$ cat config.mk
export PLATFORM = sky130hd
export DESIGN_NAME = gray_codec_pipe
export DESIGN_NICKNAME = d
export VERILOG_FILES = /design/src/rtl/gray_codec_pipe.sv
export SDC_FILE = /design/constraint.sdc
export NUM_CORES = 1
export LEC_CHECK = 0
export ABC_AREA = 1
export BUFFER_PORTS_ARGS = -buffer_cell sky130_fd_sc_hd__buf_2
export CORE_UTILIZATION = 58
export CTS_BUF_LIST = sky130_fd_sc_hd__clkbuf_4
export CTS_CLUSTER_SIZE = 24
export DETAILED_ROUTE_END_ITERATION = 10
export PLACE_DENSITY = 0.81
export SYNTH_ARGS = -nofsm -noshare
export SYNTH_HDL_FRONTEND = slang
export SYNTH_SLANG_ARGS = --single-unit
export TNS_END_PERCENT = 10
$ cat constraint.sdc
create_clock -name clk -period 2.2 [get_ports clk]
set_clock_uncertainty 0.2 [all_clocks]
set_input_delay 0.22 -clock clk [delete_from_list [all_inputs] [get_ports clk]]
set_output_delay 0.22 -clock clk [all_outputs]
set_load 0.005 [all_outputs]
$ cat src/rtl/gray_codec_pipe.sv
// Registered binary<->Gray codec with a free-running Gray counter mode.
// A valid/ready handshake wraps a one-entry output register, giving one result per cycle.
module gray_codec_pipe #(
   parameter int unsigned WIDTH = 8
) (
   input  logic             clk,
   input  logic             rst_n,
   input  logic             in_valid,
   output logic             in_ready,
   input  logic [1:0]       mode,
   input  logic [WIDTH-1:0] in_data,
   input  logic             clr,
   output logic             out_valid,
   input  logic             out_ready,
   output logic [WIDTH-1:0] out_data,
   output logic             out_wrap
);

   localparam logic [1:0] MODE_G2B = 2'b01;
   localparam logic [1:0] MODE_CNT = 2'b10;

   logic             valid_q, valid_d;
   logic             wrap_q, wrap_d;
   logic [WIDTH-1:0] data_q, data_d;
   logic [WIDTH-1:0] cnt_q, cnt_d;
   logic [WIDTH-1:0] g2b;
   logic             accept;

   assign in_ready = !valid_q || out_ready;
   assign accept   = in_valid && in_ready;

   // Gray-to-binary prefix XOR, MSB down to LSB
   always_comb begin
      g2b = '0;
      g2b[WIDTH-1] = in_data[WIDTH-1];
      for (int i = WIDTH - 2; i >= 0; i--) begin
         g2b[i] = g2b[i+1] ^ in_data[i];
      end
   end

   always_comb begin
      valid_d = valid_q;
      wrap_d  = wrap_q;
      data_d  = data_q;
      cnt_d   = cnt_q;
      if (accept) begin
         valid_d = 1'b1;
         case (mode)
            MODE_G2B: begin
               data_d = g2b;
               wrap_d = 1'b0;
            end
            MODE_CNT: begin
               // clr emits gray(0) and primes the counter so the next result is gray(1)
               if (clr) begin
                  data_d = '0;
                  wrap_d = 1'b0;
                  cnt_d  = WIDTH'(1);
               end else begin
                  data_d = cnt_q ^ (cnt_q >> 1);
                  wrap_d = (cnt_q == '1);
                  cnt_d  = cnt_q + WIDTH'(1);
               end
            end
            default: begin
               data_d = in_data ^ (in_data >> 1);
               wrap_d = 1'b0;
            end
         endcase
      end else if (out_ready) begin
         valid_d = 1'b0;
      end
   end

   always_ff @(posedge clk or negedge rst_n) begin
      if (!rst_n) begin
         valid_q <= 1'b0;
         wrap_q  <= 1'b0;
         data_q  <= '0;
         cnt_q   <= '0;
      end else begin
         valid_q <= valid_d;
         wrap_q  <= wrap_d;
         data_q  <= data_d;
         cnt_q   <= cnt_d;
      end
   end

   assign out_valid = valid_q;
   assign out_data  = data_q;
   assign out_wrap  = wrap_q;

endmodule

==> flow_summary.yaml <==
outcome:
  outcome: "complete, no violations"
yosys:
  netlist_top_cells_count: "36 x nand2_1, 19 x inv_1, 18 x dfrtp_1"
  syn_area_mm2: 0.001190
  synth.area.top_cells: "dfrtp_1 38%, nand2_1 11%, ha_1 9.5%, inv_1 6.0%, a21oi_1 5.0%"
  yosysMostFrequentCell: "nand2_1"
  synthArstFlopShare: 1.000
  synth_seq_cells: 18
  synth_warnings: 0
  synth_top_area_frac: 0.3785
  post_synth.cell_area_avg_um2: 7.727
  synth_edf_count: 0
  synthesis.nets: 178
  synth_flop_cell: "dfrtp_1"
  syn_inst: 154
  synth_area_leader_cell: "dfrtp_1"
  yosysSeqAreaShare: 0.3785
  ys_types: 21
floorplanning:
  fp-row-count: 16
  ios: 26
  dieWidth_um: 47.30
  die_area_mm2: 0.002237
  core-area_mm2: 0.001942
  start_util: 0.6128
  die_y_um: 47.30
setup_path:
  r2r_end: "cnt_q[6]$_DFFE_PN0P_"
  r2r_slack_ns: 0.57
  cp-end-kind: "register"
  r2r_cells: 6
  critPathLaunch: "in_valid"
  crit_fanout: 12
  cp-start-kind: "primary input"
  crit_required_ns: 2.23
  crit_arrival_ns: 1.80
  crit_end: "cnt_q[6]$_DFFE_PN0P_"
  r2r_start: "out_valid$_DFFE_PN0P_"
  worstSetupPathType: "primary input to register"
hold_path:
  hold_path_class: "primary input to register"
power_and_ir_drop:
  ir_drop_v: 0.0002967
  power.leakage_uw: 0.0007520
  power_density_mw_per_mm2: 601.9
cells_and_area:
  drive_gt1_frac: 0.2139
  diodes: 0
  fillers: 161
  final_nets: 212
  finalNonFillerCells: 214
  syn_to_final_growth_pct: 19.14
  stdcell_area_mm2: 0.001418
routing:
  via_per_inst: 5.248
  drt_iter0_drc: 12
  drc: 0
  dr.pass1.iters: 4
  drtAntennaViolNets: 0
  vias: 1123
  wl_per_cell_um: 12.07
  routed_wl_mm: 2.583
place:
  place_hpwl_mm: 2.001
  gp_congestion: 0.8597
  portBuffers: 25
  dp.cells: 206
  placed_cell_area_mm2: 0.001351
global_route:
  gr-total-overflow: 0
  antenna_found_initial: 0
  grt_pass1_vias: 961
  grt_pass1_wl_mm: 3.939
  grt_max_degree: 19
  track_usage: 0.2508
clocking:
  htreeDepth: 1
  clk_latency_ns: 0.28
  clk_pin_slew_ns: 0.11
  clockRootBuffer: "clkbuf_4"
  clockBufferDepth: 2
  clkSinkCount: 18
  cts-buffers-inserted: 3
  post-cts-setup-buffers: 0
  cts_resized: 0
  cts_tree: "done"
sta:
  tightest_slew_ns: 0.3926
  finalSetupTns_ns: 0
  fmax_ghz: 0.5648
  finalCritPeriodShare: 0.8048
  rsz0062_at_grt: "false"
  post-route-min-period_ns: 1.770
  drv_slew: 0
  setup_viol: 0
  maxSlewHeadroom: 0.7383
  hold_viol: 0
  hold_slack_ns: 0.04320
flow_run:
  cap_violations: 0
-- cell usage in the layout, fill, tap and decap left out, drive strengths merged, types with 4 or more instances in the layout --
cell type	count
dfrtp	18
inv	21
dlygate4sd3	4
nand2	38
o21ai	10
xnor2	4
buf	26
xor2	4
nor2	13
a21oi	14
a31oi	5
ha	9
nand3	13
-- state kept, by name, indices dropped and copies added (netlist names) --
name,cells
cnt_q,8
out_data,8
out_wrap,1
out_valid,1
-- worst min-delay path by stage --
stage | from | endpoint | slack, ns | cells after the start
2_1_floorplan | rst_n | cnt_q[0]$_DFFE_PN0P_ | -0.28 | 0
6_report | in_data[6] | out_data[6]$_DFFE_PN0P_ | 0.04 | 4
3_3_place_gp | rst_n | cnt_q[0]$_DFFE_PN0P_ | -0.04 | 1
3_5_place_dp | rst_n | cnt_q[2]$_DFFE_PN0P_ | -0.03 | 1
5_1_grt | in_data[2] | out_data[2]$_DFFE_PN0P_ | 0.08 | 4
4_1_cts | in_data[6] | out_data[6]$_DFFE_PN0P_ | 0.05 | 4
-- critical path, stage by stage --
cell           delay (ns)
dlygate4sd3_1        0.52
buf_2                0.10
inv_1                0.05
a21oi_2              0.15
buf_4                0.21
nand4_1              0.14
nor2_1               0.19
o21ai_0              0.10
a21oi_1              0.11
-- cells by family (layout without fill, tap and decap cells) --
group | after synthesis | count (layout) | synth area share
xor+xnor | 8 | 8 | 0.06520
fa+ha+maj | 9 | 9 | 0.09464
compound gates | 31 | 31 | 0.1483
simple gates | 66 | 66 | 0.2429
buf+inv | 22 | 55 | 0.07045
flops | 18 | 18 | 0.3785
-- report_power, final --
| group | internal, uW | leakage, uW | total (uW) | switching [uW] |
|---|---|---|---|---|
| Clock | 65.9 | 0.0000154 | 171 | 105 |
| Sequential | 381 | 0.000226 | 421 | 39.9 |
| Combinational | 114 | 0.000511 | 262 | 147 |
-- per-layer routing --
metal / vias up / wire length (um) / GRT usage
met5: - / 0 / 0
met4: 0 / 0 / 0.05143
met3: 0 / 72 / 0.03462
met2: 22 / 1349 / 0.4356
met1: 531 / 1160 / 0.3310
li1: 570 / - / -
-- cell type report --
class,count,area (um2),share of cell area
multi-input combinational,114,655.6,0.4625
sequential,18,450.4,0.3177
timing repair buffer,30,172.7,0.1218
inverter,21,78.83,0.05560
tap,27,33.78,0.02383
clock buffer,3,22.52,0.01589
clock inverter,1,3.754,0.002648
-- repair_timing --
| item | 4_1_cts | 5_1_grt |
|---|---|---|
| hold endpoints to repair | 20 | 0 |
| hold buffers | 4 | 0 |
| setup endpoints to repair | 0 | 0 |
-- stage by stage --
| stage | setup slack, ns | power [uW] | utilization |
|---|---|---|---|
| 2_1_floorplan | 0.7342 | 580.8 | - |
| 3_5_place_dp | 0.5744 | 679.6 | 0.6959 |
| 4_1_cts | 0.4301 | 849.0 | 0.7300 |
| 3_3_place_gp | 0.6118 | 668.7 | 0.6959 |
| 6_report | 0.4295 | 853.3 | 0.7300 |
| 5_1_grt | 0.3603 | 912.2 | 0.7300 |
(Power assumes the default switching activity.)
